<file path="src/rtl/spi_reg_bridge_pkg.sv">
// Shared definitions for the SPI register bridge: FSM states, command-byte
// field positions and the default identification value.
package spi_reg_bridge_pkg;

  typedef enum logic [1:0] {
    ST_IDLE,
    ST_WRITE,
    ST_READ,
    ST_DISCARD
  } state_t;

  localparam int unsigned RW_BIT   = 7;
  localparam int unsigned ADDR_MSB = 6;

  localparam logic [7:0] ID_VALUE_DEF = 8'hA5;

endpackage

</file>
<file path="src/rtl/spi_regfile.sv">
// Register storage: one write port, combinational read, flat export.
// Register 0 is a constant identification byte and never stored.
module spi_regfile
  import spi_reg_bridge_pkg::*;
#(
  parameter int unsigned NREG     = 8,
  parameter logic [7:0]  ID_VALUE = ID_VALUE_DEF,
  parameter int unsigned AW       = 3
) (
  input  logic                sclk,
  input  logic                rst_n,
  input  logic                i_we,
  input  logic [AW-1:0]       i_waddr,
  input  logic [7:0]          i_wdata,
  input  logic [AW-1:0]       i_raddr,
  output logic [7:0]          o_rdata,
  output logic [8*NREG-1:0]   o_regs
);

  logic [8*NREG-1:0] w_flat;

  assign w_flat[7:0] = ID_VALUE;

  genvar g;
  generate
    for (g = 1; g < NREG; g++) begin : g_reg
      logic [7:0] r_reg;

      always_ff @(posedge sclk) begin
        if (!rst_n) begin
          r_reg <= '0;
        end else if (i_we && (i_waddr == AW'(g))) begin
          r_reg <= i_wdata;
        end
      end

      assign w_flat[8*g +: 8] = r_reg;
    end
  endgenerate

  assign o_regs  = w_flat;
  assign o_rdata = w_flat[{i_raddr, 3'b000} +: 8];

endmodule

</file>
<file path="src/rtl/spi_reg_bridge.sv">
// Byte-level register bridge behind an SPI slave: parses a command byte,
// then streams writes into, or reads out of, an auto-incrementing address.
module spi_reg_bridge
  import spi_reg_bridge_pkg::*;
#(
  parameter int unsigned NREG     = 8,
  parameter logic [7:0]  ID_VALUE = ID_VALUE_DEF
) (
  input  logic                sclk,
  input  logic                rst_n,
  input  logic                cs,
  input  logic [7:0]          rx_data,
  input  logic                data_valid,
  output logic [7:0]          tx_data,
  output logic                tx_start,
  output logic [8*NREG-1:0]   regs_out,
  output logic                wr_strobe,
  output logic                frame_err
);

  localparam int unsigned AW = (NREG > 1) ? $clog2(NREG) : 1;

  state_t        r_state;
  state_t        w_state_nxt;
  logic [AW-1:0] r_addr;
  logic [AW-1:0] w_addr_nxt;
  logic          r_load;
  logic          w_load_nxt;
  logic          w_we;
  logic          w_wr_nxt;
  logic          w_ferr_nxt;
  logic [7:0]    w_rdata;
  logic          w_cmd_bad;

  assign w_cmd_bad = (32'(rx_data[ADDR_MSB:0]) >= NREG);

  always_comb begin
    w_state_nxt = r_state;
    w_addr_nxt  = r_addr;
    w_load_nxt  = 1'b0;
    w_we        = 1'b0;
    w_wr_nxt    = 1'b0;
    w_ferr_nxt  = 1'b0;
    if (cs) begin
      w_state_nxt = ST_IDLE;
    end else begin
      unique case (r_state)
        ST_IDLE: begin
          if (data_valid) begin
            if (w_cmd_bad) begin
              w_state_nxt = ST_DISCARD;
              w_ferr_nxt  = 1'b1;
            end else begin
              w_addr_nxt = rx_data[AW-1:0];
              if (rx_data[RW_BIT]) begin
                w_state_nxt = ST_READ;
                w_load_nxt  = 1'b1;
              end else begin
                w_state_nxt = ST_WRITE;
              end
            end
          end
        end
        ST_WRITE: begin
          if (data_valid) begin
            if (r_addr != '0) begin
              w_we     = 1'b1;
              w_wr_nxt = 1'b1;
            end
            w_addr_nxt = r_addr + 1'b1;
          end
        end
        ST_READ: begin
          if (data_valid) begin
            w_addr_nxt = r_addr + 1'b1;
            w_load_nxt = 1'b1;
          end
        end
        ST_DISCARD: begin
          w_state_nxt = ST_DISCARD;
        end
        default: w_state_nxt = ST_IDLE;
      endcase
    end
  end

  // tx_data is fetched one edge after the address settles, so the read
  // port always sees the already-advanced r_addr.
  always_ff @(posedge sclk) begin
    if (!rst_n) begin
      r_state   <= ST_IDLE;
      r_addr    <= '0;
      r_load    <= 1'b0;
      tx_data   <= '0;
      tx_start  <= 1'b0;
      wr_strobe <= 1'b0;
      frame_err <= 1'b0;
    end else begin
      r_state   <= w_state_nxt;
      r_addr    <= w_addr_nxt;
      r_load    <= w_load_nxt;
      wr_strobe <= w_wr_nxt;
      frame_err <= w_ferr_nxt;
      tx_start  <= r_load && !cs;
      if (r_load && !cs) begin
        tx_data <= w_rdata;
      end
    end
  end

  spi_regfile #(
    .NREG     (NREG),
    .ID_VALUE (ID_VALUE),
    .AW       (AW)
  ) u_regfile (
    .sclk    (sclk),
    .rst_n   (rst_n),
    .i_we    (w_we),
    .i_waddr (r_addr),
    .i_wdata (rx_data),
    .i_raddr (r_addr),
    .o_rdata (w_rdata),
    .o_regs  (regs_out)
  );

endmodule

</file>
<file path="config.mk">
export PLATFORM = sky130hd
export DESIGN_NAME = spi_reg_bridge
export DESIGN_NICKNAME = d
export VERILOG_FILES = /design/src/rtl/spi_reg_bridge_pkg.sv /design/src/rtl/spi_regfile.sv /design/src/rtl/spi_reg_bridge.sv
export SDC_FILE = /design/constraint.sdc
export NUM_CORES = 1
export LEC_CHECK = 0
export ABC_AREA = 1
export CORE_MARGIN = 1.5
export CORE_UTILIZATION = 39
export CTS_CLUSTER_DIAMETER = 50
export DETAILED_ROUTE_END_ITERATION = 12
export PLACE_DENSITY = 0.65
export SYNTH_ARGS = -nofsm -noshare
export SYNTH_HDL_FRONTEND = slang
export SYNTH_HIERARCHICAL = 1
export SYNTH_SLANG_ARGS = --single-unit
</file>
<file path="constraint.sdc">
create_clock -name sclk -period 3.2 [get_ports sclk]
set_input_delay 0.64 -clock sclk [delete_from_list [all_inputs] [get_ports sclk]]
set_output_delay 0.64 -clock sclk [all_outputs]
set_load 0.02 [all_outputs]
</file>
* Word-level counts from Yosys, hierarchy flattened *
Cells that the tools add are included.

cells by class
  add/sub/neg operators = 1
  $lt $le $gt $ge = 1
  equal/unequal tests = 13
  shift-type cells = 1
  multiplexer cells = 18
  bitwise gates (word level) = 4
  reduce and logical (&&, ||, !) cells = 18

operator list
  kind                                                                number
  variable part select 64 x 7 -> 8 bit                                1
  == test 3 bit (second input constant)                               4
  two-way mux 1 bit                                                   9
  two-way mux 3 bit                                                   3
  logical AND 1 bit                                                   8
  greater-or-equal comparator 7 x 4 -> 1 bit (second input constant)  1
  == test 3 x 2 -> 1 bit (second input constant)                      2
  two-way mux 2 bit                                                   3
  one-hot mux 3 bit (2 select lines)                                  1
  AND reduction 5 bit                                                 1
  == test 2 bit (second input constant)                               2
  != test 2 bit (second input constant)                               2
  NOT 1 bit                                                           4
  one-hot mux 2 bit (2 select lines)                                  1
  nonzero test 2 bit                                                  2
  OR reduction 2 bit                                                  2
  OR reduction 4 bit                                                  1
  adder 3 x 1 -> 3 bit (second input constant)                        1
  == test 3 x 1 -> 1 bit (second input constant)                      1
  nonzero test 3 bit                                                  1
  == test 2 x 1 -> 1 bit (second input constant)                      1
  logical NOT 2 bit                                                   1
  != test 2 x 1 -> 1 bit (second input constant)                      1
  one-hot mux 1 bit (2 select lines)                                  1
  2 further kinds                                                     2

word-level totals
  register bits = 73
  input port bits = 12
  output and inout bits = 75
  word-level logic and storage cells = 70

* Longest topological paths before layout *
  depth in word-level cells = 6
  mapped depth = 11
  gate-level depth less buffers = 11

* By module *
The synthesis kept the hierarchy.

by module, submodules not included
  module          instances  cells an instance  area an instance (sq um)  sequential area each (sq um)
  spi_regfile     1          445                2780.2                    1121.1
  spi_reg_bridge  1          112                797.0                     340.3

* Worst setup path after synthesis *
No wires, ideal clock.

  kind = reg2reg
  start = reg r_addr[0]
  end = reg u_regfile.g_reg[2].r_reg[5]
  setup time = 0.113 ns
  arrival time = 1.743 ns
  data required time = 3.087 ns
  slack = 1.344 ns
  cell stages (with the launch flop) = 12
  buffers on the path = 1
  period minus slack after synthesis = 1.856 ns
  path through = dfxtp_1 > inv_1 > ha_1 > inv_1 > nor2_1 > nor3_1 > nand2_2 > nor2_4 > buf_6 > nand2_1 > nand2_1 > nor2_1

between the ends
  cells in the longest elaborated chain, start to end = 6
  elaborated cells on any way between the ends = 7
  classes of those cells = 1 x eq/ne; 4 x mux; 2 x reduce/logical

ends and longest elaborated chain
  item                      RTL line               RTL
  start: declaration        spi_reg_bridge.sv:25   logic [AW-1:0] r_addr;
  start signal: assignment  spi_reg_bridge.sv:100  r_addr <= w_addr_nxt;
  nonzero test 3 bit        spi_reg_bridge.sv:66   if (r_addr != '0) begin
  two-way mux 1 bit         spi_reg_bridge.sv:66
  two-way mux 1 bit         spi_reg_bridge.sv:65   if (data_valid) begin
  two-way mux 1 bit         spi_reg_bridge.sv:47   unique case (r_state)
  two-way mux 1 bit         n/a
  named net w_we            spi_reg_bridge.sv:29   logic w_we;
  logical AND 1 bit         spi_regfile.sv:32      end else if (i_we && (i_waddr == AW'(g))) begin
  end signal: assignment    spi_regfile.sv:33      r_reg <= i_wdata;
  end: declaration          spi_regfile.sv:27      logic [7:0] r_reg;

The timed path passes the listed nets, and every way through them passes these cells.
A chain may end at the register's enable or synchronous reset.

* Final worst setup path *
  start = reg r_addr[1]
  end = reg u_regfile.g_reg[2].r_reg[3]

Same word-level chain as after synthesis.

==> metrics.txt <==
total global routing track utilization between 20% and 30%; P_leak 1.89 nW; Synth Area per Inst 6.42 sq um; I/O pin total 87; Least-Margin Pin Slew a little under 0.7 ns; min Tclk post-route ~2.2 ns; total clock sinks 73; failing checks DRC; # Post-CTS Setup Buffers 0; die footprint 9760 sq um; #FFs+latches synth 73; placed instance count between 700 and 800; crit path kind flop to flop; maximum VDD drop around 170 uV; vias in the first global route around 3400; worst skew pair latency 0.35 ns; layout net count around 650; P_int around 1.3 mW; Fin. Hold Viols 0; Finished Layout Cells approximately 740; worst hold path type flop to flop; Primary FF master, synth dfxtp_1; post-layout util 51.8%; Synth-to-Final Area Change 27.4%; final worst setup slack between 1 and 1.5 ns; switching power around 0.45 mW; initial antenna violation count 0; Slew Limit Headroom 54.3%; Setup TNS Final 0 ns; slowest CP cell nor3_1; DP Worst Slack approximately 0.7 ns; Logic pwr share under 10%; Root Buffer clkbuf_8; Final ANT Viol Nets 0; H-tree Lvls 3; CP endpoint kind flop; Num CTS Buffers 9; max reg flops 56; worst endpoint data arrival time roughly 2.4 ns; Die Wd 98.8 um; cts repair resizes 0; RSZ-0062 raised after global routing no; final number of setup-violating endpoints 0; wirelength, routed 10.1 mm; Clk pwr share between 30% and 40%; via count roughly 3700; DR iter-0 viols between 200 and 250; initial core utilization roughly two fifths; largest net degree at the start of global routing 65; max incr delay on CP 0.41 ns; switching share of power approximately 25%; outcome complete, but fails checks; Reg clk slew, reported paths approximately 0.070 ns; port bufs slightly below 80; Seq/Total Area, Yosys around two fifths; # hold bufs at CTS 0; total power between 1.5 and 2 mW; hold slack final ~0.49 ns; Syn Std Cell Area approximately 3600 sq um; Vias/cell about 4.9; Syn. warnings 6; # diodes 0; overflow left after global routing 0; worst clock skew 0.00715 ns; sequential share of power 51.1%; CP Max Fanout 21; Pre-Repair DR Iteration Count 11; Std-Cell Core Area between 8000 and 9000 sq um; Startpoint Class flop; Async SR Flop Fraction 0%; Power Density ~390 nW/um^2; Slew Limit Fails 0; Crit path required time around 3.4 ns; Post-synth EDFFs 0; post-place instance area roughly 4400 sq um; CTS tree done; layout cell share with drive strength beyond 1 approximately 5.4%; period utilization approximately two thirds; routability congestion estimate about 0.87; Mapped Cells approximately 560; Die Ht approximately 99 um; worst-path cell chain buf_4 -> inv_1 -> ha_1 -> inv_1 -> nor2_1 -> nor3_1 -> nand2_2 -> nor2_4 -> nand2_1 -> nand2_1 -> nor2_1; final instance area about 4600 sq um; Synth cell types 22; first-pass GRT wire length approximately 16 mm; CTS Buffer Depth 2; per-cell routed wire length between 10 and 15 um; Residual DRC 4; Max Cap Viol 0; Final HPWL DP 7.20 mm; fmax ~460 MHz; cell row count 34
final timing paths:
check        startpoint                           to  slack, ns  cells past startpoint
max           r_addr[1]  u_regfile/g_reg[2].r_reg[3]       1.02                     11
min          tx_data[7]                   tx_data[7]       0.49                      2
max reg2reg   r_addr[1]  u_regfile/g_reg[2].r_reg[3]       1.02                     11
min reg2reg  tx_data[7]                   tx_data[7]       0.49                      2
metal layers:
metal	track usage, %	vias to the layer above	wire length (um)	part of all wire (%)
met5	0	-	0	0
met4	10.7	0	298	2.9
met3	4.61	22	736	7.3
met2	34.2	137	4660	46
met1	27.5	1667	4450	44
li1	-	1834	-	-
worst max-delay path, delay by kind of cell (launching register included):
family,cells,cell delay (ns)
simple gates,7,1.19
fa+ha+maj,1,0.18
buf+inv,3,0.39
flops,1,0.32
Yosys cell counts, types with 3 or more instances:
library cell	number	share of area (%)
ha_1	6	2.1
inv_1	54	5.7
dfxtp_1	73	41
nand2_2	7	1.2
nor3_1	3	0.42
inv_2	7	0.73
buf_6	3	0.94
clkbuf_1	4	0.42
nand2_1	131	14
nand3_1	37	5.2
nor2_4	3	0.94
a21oi_1	5	0.70
nor2_1	147	15
buf_2	6	0.84
buf_4	11	2.3
o21ai_0	51	7.1
cells in the final DEF (no fill, tap or decap), types with 5 or more instances in the layout:
master           synthesis  final
nor2_1                 147    147
nand3_1                 37     37
nand2_2                  7      7
a21oi_1                  5      5
inv_1                   54     54
o21ai_0                 51     51
clkdlybuf4s50_1          0     78
inv_2                    7      7
conb_1                   2      8
ha_1                     6      6
dfxtp_1                 73     73
nand2_1                131    131
clkbuf_8                 0     10
cell type report:
type / instances / area (sq um)
Fill cell: 908 / 4250
Multi-Input combinational cell: 403 / 1740
Sequential cell: 73 / 1460
Timing Repair Buffer: 81 / 803
Inverter: 61 / 229
Clock buffer: 13 / 149
Tap cell: 108 / 135
Clock inverter: 3 / 40.0
kinds of logic (layout without fill, tap and decap cells):
kind of cell	after synthesis	in the layout	share of synthesized area [%]
adders and majority gates	6	6	2.10
buffers and inverters	87	158	11.1
and+or+nand+nor	333	333	37.9
AOI/OAI and AO/OA	56	56	7.83
other	2	8	0.210
DFF	73	73	40.9
power groups by stage:
stage	combinational [mW]	sequential, mW	clock [mW]
floorplan	0.112	0.942	0
global placement	0.161	0.939	0
detailed placement	0.163	0.940	0
CTS	0.163	0.919	0.733
global route	0.184	0.919	0.765
finish	0.164	0.919	0.715
Power figures use the tool's default switching activity.
